$ cat src/rtl/unsigned_mult_arbiter_8x8.sv
// Two-requester round-robin front end feeding a two-stage 8x8 unsigned multiplier.
// The product is exact or approximate, as selected when the pair is accepted.
module unsigned_mult_arbiter_8x8 (
  input  logic        clk,
  input  logic        rst,
  input  logic        req0_valid,
  output logic        req0_ready,
  input  logic [7:0]  req0_x,
  input  logic [7:0]  req0_y,
  input  logic        req1_valid,
  output logic        req1_ready,
  input  logic [7:0]  req1_x,
  input  logic [7:0]  req1_y,
  input  logic        cfg_approx,
  output logic        out_valid,
  input  logic        out_ready,
  output logic [15:0] out_z,
  output logic        out_id,
  output logic [15:0] txn_count
);

  localparam int unsigned OP_W = 8;
  localparam int unsigned Z_W  = 16;

  logic            s1_valid_q, s1_valid_d;
  logic [OP_W-1:0] s1_x_q, s1_x_d;
  logic [OP_W-1:0] s1_y_q, s1_y_d;
  logic            s1_id_q, s1_id_d;
  logic            s1_apx_q, s1_apx_d;
  logic            out_valid_q, out_valid_d;
  logic [Z_W-1:0]  out_z_q, out_z_d;
  logic            out_id_q, out_id_d;
  logic            prio_q, prio_d;
  logic [Z_W-1:0]  txn_q, txn_d;

  logic            adv_c;
  logic            s1_open_c;
  logic            gnt_id_c;
  logic            accept_c;
  logic [Z_W-1:0]  exact_c;
  logic [Z_W-1:0]  approx_c;
  logic [Z_W-1:0]  corr_a_c;
  logic [Z_W-1:0]  corr_b_c;
  logic [Z_W-1:0]  hi_part_c;

  // Arbitration and acceptance; ready is forced low while reset is held.
  always_comb begin
    adv_c     = !out_valid_q || out_ready;
    s1_open_c = !s1_valid_q || adv_c;
    gnt_id_c  = (req0_valid && req1_valid) ? prio_q : req1_valid;
    req0_ready = !rst && s1_open_c && req0_valid && !gnt_id_c;
    req1_ready = !rst && s1_open_c && req1_valid &&  gnt_id_c;
    accept_c   = req0_ready || req1_ready;
  end

  // Exact and approximate products from the registered S1 operands.
  always_comb begin
    exact_c   = Z_W'(s1_x_q) * Z_W'(s1_y_q);
    hi_part_c = Z_W'(s1_y_q) * Z_W'(s1_x_q[7:2]);
    corr_a_c  = '0;
    corr_b_c  = '0;
    corr_a_c[6] = (s1_x_q[0] & s1_y_q[6]) | (s1_x_q[1] & s1_y_q[4]);
    corr_a_c[7] = (s1_x_q[0] & s1_y_q[7]) ^ (s1_x_q[1] & s1_y_q[6]);
    corr_a_c[8] = (s1_x_q[0] & s1_y_q[7]) & (s1_x_q[1] & s1_y_q[6]);
    corr_b_c[6] = (s1_x_q[0] & s1_y_q[5]) | (s1_x_q[1] & s1_y_q[5]);
    corr_b_c[8] = s1_x_q[1] & s1_y_q[7];
    approx_c  = (hi_part_c << 2) + corr_a_c + corr_b_c;
  end

  // Next-state for both pipeline stages, the priority pointer and the counter.
  always_comb begin
    s1_valid_d  = s1_valid_q;
    s1_x_d      = s1_x_q;
    s1_y_d      = s1_y_q;
    s1_id_d     = s1_id_q;
    s1_apx_d    = s1_apx_q;
    out_valid_d = out_valid_q;
    out_z_d     = out_z_q;
    out_id_d    = out_id_q;
    prio_d      = prio_q;
    txn_d       = txn_q;

    if (adv_c) begin
      out_valid_d = s1_valid_q;
      if (s1_valid_q) begin
        out_z_d  = s1_apx_q ? approx_c : exact_c;
        out_id_d = s1_id_q;
      end
    end

    if (accept_c) begin
      s1_valid_d = 1'b1;
      s1_x_d     = gnt_id_c ? req1_x : req0_x;
      s1_y_d     = gnt_id_c ? req1_y : req0_y;
      s1_id_d    = gnt_id_c;
      s1_apx_d   = cfg_approx;
      prio_d     = !gnt_id_c;
    end else if (adv_c) begin
      s1_valid_d = 1'b0;
    end

    if (out_valid_q && out_ready) begin
      txn_d = txn_q + Z_W'(1);
    end
  end

  always_ff @(posedge clk or posedge rst) begin
    if (rst) begin
      s1_valid_q  <= 1'b0;
      s1_x_q      <= '0;
      s1_y_q      <= '0;
      s1_id_q     <= 1'b0;
      s1_apx_q    <= 1'b0;
      out_valid_q <= 1'b0;
      out_z_q     <= '0;
      out_id_q    <= 1'b0;
      prio_q      <= 1'b0;
      txn_q       <= '0;
    end else begin
      s1_valid_q  <= s1_valid_d;
      s1_x_q      <= s1_x_d;
      s1_y_q      <= s1_y_d;
      s1_id_q     <= s1_id_d;
      s1_apx_q    <= s1_apx_d;
      out_valid_q <= out_valid_d;
      out_z_q     <= out_z_d;
      out_id_q    <= out_id_d;
      prio_q      <= prio_d;
      txn_q       <= txn_d;
    end
  end

  assign out_valid = out_valid_q;
  assign out_z     = out_z_q;
  assign out_id    = out_id_q;
  assign txn_count = txn_q;

endmodule

$ cat config.mk
export PLATFORM = sky130hd
export DESIGN_NAME = unsigned_mult_arbiter_8x8
export DESIGN_NICKNAME = d
export VERILOG_FILES = /design/src/rtl/unsigned_mult_arbiter_8x8.sv
export SDC_FILE = /design/constraint.sdc
export NUM_CORES = 1
export LEC_CHECK = 0
export CELL_PAD_IN_SITES_DETAIL_PLACEMENT = 0
export CELL_PAD_IN_SITES_GLOBAL_PLACEMENT = 1
export CORE_MARGIN = 8
export CORE_UTILIZATION = 30
export CTS_BUF_LIST = sky130_fd_sc_hd__clkbuf_8 sky130_fd_sc_hd__clkbuf_16
export DETAILED_ROUTE_END_ITERATION = 16
export GPL_ROUTABILITY_DRIVEN = 0
export PLACE_DENSITY_LB_ADDON = 0.3
export SLEW_MARGIN = 5
export SYNTH_ARGS = -nofsm -noshare
export SYNTH_HDL_FRONTEND = slang
export SYNTH_SLANG_ARGS = --single-unit
$ cat constraint.sdc
create_clock -name clk -period 6.64 [get_ports clk]
set_clock_uncertainty 0.05 [all_clocks]
set_input_delay 1.328 -clock clk [delete_from_list [all_inputs] [get_ports clk]]
set_output_delay 1.328 -clock clk [all_outputs]
set_load 0.03 [all_outputs]
==> reports/metrics.yaml <==
status:
  run_status: "finished clean"
place:
  pre_cts_slack_ns: 1.52
  dp.cells: 963
  port_buffers: 73
  hpwl_um: 12500
clock_network:
  cts_max_path_buffers: 2
  clk_latency_ns: 0.30
  cts_num_sinks: 54
  clockRootBuffer: "clkbuf_16"
  holdBufCountCts: 0
  cts_resized: 0
  h-tree-depth: 2
  cts_setup_buffers: 0
  cts_tree: "built"
  cts.clk_slew.worst_paths_ns: 0.08
  numCtsBuffers: 5
floorplan:
  core_um2: 19500
  fp.dieArea_um2: 24500
  num_rows: 51
  die_w_um: 157
  ios: 74
  initial_utilization_pct: 30.5
  die_h_um: 157
logic_synthesis:
  synth_nets: 798
  yosysWarnings: 0
  yosys-top-cells-area: "dfrtp_1 (23%), fa_1 (19%), ha_1 (13%)"
  netlist_area_um2: 5940
  ys_types: 59
  synth_top_area_cell: "dfrtp_1"
  synth_area_per_cell_um2: 9.29
  synthMuxAreaShare_pct: 3.12
  ys.flop_type: "dfrtp_1"
  synth_top_family_by_area: "adder cells"
  netlist_instances: 639
  synth_fa_ha_area_share_pct: 32.7
  synth_edf_count: 0
  synth_compound_area_share_pct: 11.1
  async_flop_share_pct: 100
  synth_xor_area_share_pct: 6.03
  synthSimpleGateAreaFrac_pct: 16.3
  yosys_register_bits: 54
  synth_top_area_share_pct: 22.8
  synth_seq_area_share_pct: 22.8
cells_and_area:
  fillers: 1968
  antennaDiodeCount: 0
  drive_above_1_share_pct: 5.81
  layout_commonest_cell: "inv_1"
  register_area_um2: 1350
  layoutNonFillerInstCount: 971
  multi_input_area_um2: 4120
  area_growth_pct: 19.7
  final_core_utilization_pct: 36.5
  final_cell_mix: "inv_1 (102), clkdlybuf4s50_1 (73), ha_1 (64)"
  layout.nets: 864
timing:
  worst_slew_pin_slew_ns: 0.923
  drv_slew: 0
  finalCritPeriodShare_pct: 77.6
  slew_headroom_pct: 38.5
  fmax_mhz: 194
  rsz0062_at_grt: "false"
  min_period_ns: 5.15
  hold_viol_final: 0
  setup_ws_ns: 1.49
  setup_tns_ns: 0
  finalSetupViolations: 0
global_route:
  use_met3_pct: 1.77
  grtUsageTotal_pct: 12.4
  antenna_found_initial: 0
  use_met1_pct: 16.8
  globalRoute.totalOverflow: 0
  use_met2_pct: 20.7
  grt_pass1_wl_um: 24400
  grt_max_degree: 29
  grt_pass1_vias: 4521
  grt_most_used_layer: "met2"
routing:
  ant_nets: 0
  drt_iter0_drc: 179
  drc: 0
  vias: 4469
  first_pass_iters: 5
  avgViaCountPerCell: 4.60
  routed_wirelength_um: 14900
  wl_per_cell_um: 15.3
critical_path:
  cpMostUsedCell: "fa_1"
  worstSetupPathType: "reg -> reg"
  rrSetupSlack_ns: 1.49
  slowest_stage: "dfrtp_1"
  cp.arrival_ns: 5.34
  crit_chain: "nand2_1, xnor2_1, ha_1, a31o_2, fa_1, inv_1, fa_1, inv_1, ha_1, xor2_1, fa_1, inv_1, fa_1, a21oi_1, nor2_1, xor2_1, mux2i_1, o21ai_0"
  max_stage_delay_ns: 0.61
  worstSetupStartpointType: "flip-flop"
  cp_max_fo: 13
  worstPathRequired_ns: 6.82
  worstSetupEndpointType: "flip-flop"
job:
  drv_cap: 0
worst_hold_path:
  hp-class: "reg -> reg"
## area by class of cell
cell class                 count  share of cell area [%]
timing repair buffer          77                    10.7
clock inverter                 3                   0.405
clock buffer                   5                    1.76
inverter                     103                    5.44
tap                          265                    4.67
multi-input combinational    464                    58.0
sequential                    54                    19.0
## worst max-delay path, delay by kind of cell, from the launching register on
family,cells,cell delay (ns)
muxes,1,0.10
AOI/OAI and AO/OA,3,0.81
DFF,1,0.61
and+or+nand+nor,2,0.27
adders and majority gates,6,2.53
xor gates and xnor gates,3,0.55
buffers and inverters,3,0.17
## per-stage QoR
stage | cell area [um2] | hold slack [ns]
6_report | 7100 | 0.437
3_3_place_gp | 6950 | 0.410
2_1_floorplan | 5940 | 0.396
3_5_place_dp | 6950 | 0.421
4_1_cts | 7100 | 0.440
5_1_grt | 7100 | 0.460
## flip-flops by register name, indices dropped and copies added (netlist names)
name        cells
out_z          16
txn_count      16
s1_x_q          8
s1_y_q          8
out_id          1
out_valid       1
prio_q          1
s1_apx_q        1
s1_id_q         1
s1_valid_q      1
## synth_stat cells (3+ instances only)
master / n
nor3_1: 4
a21o_1: 9
nor2b_1: 3
mux2_2: 4
a21oi_1: 34
o21ai_1: 5
and2_1: 45
xor2_1: 15
clkbuf_1: 15
xnor2_1: 24
dfrtp_1: 54
and3_1: 5
ha_1: 64
fa_1: 57
nand2_1: 47
nand3_1: 9
nand2b_1: 4
nor2_1: 36
mux2i_1: 14
nand4_1: 5
a31oi_1: 7
inv_1: 103
o21ai_0: 23
nand3b_1: 7
a221o_1: 3
a211oi_1: 4
## worst paths after layout
kind	startpoint	end	depth (start not counted)
setup / recovery	s1_x_q[7]	out_z[11]	18
hold / removal	out_z[1]	out_z[1]	2
setup reg to reg	s1_x_q[7]	out_z[11]	18
hold reg to reg	out_z[1]	out_z[1]	2
max in group asynchronous	rst	out_z[4]	3
min in group asynchronous	rst	s1_id_q	2
## kinds of logic (layout without fill, tap and decap cells)
logic type,after synthesis,count (layout)
xor+xnor,40,40
mux,18,18
buf+inv,121,188
compound gates,105,105
fa+ha+maj,121,121
simple gates,180,180
flops,54,54
## routing by layer
layer	vias to the layer above	routed length, um
met2	77	7260
met3	12	427
met5	-	0
met1	2166	7030
li1	2214	-
met4	0	169
Power is not shown: default switching activity piles up to over one toggle a cycle in this logic, so the estimate is an artifact.
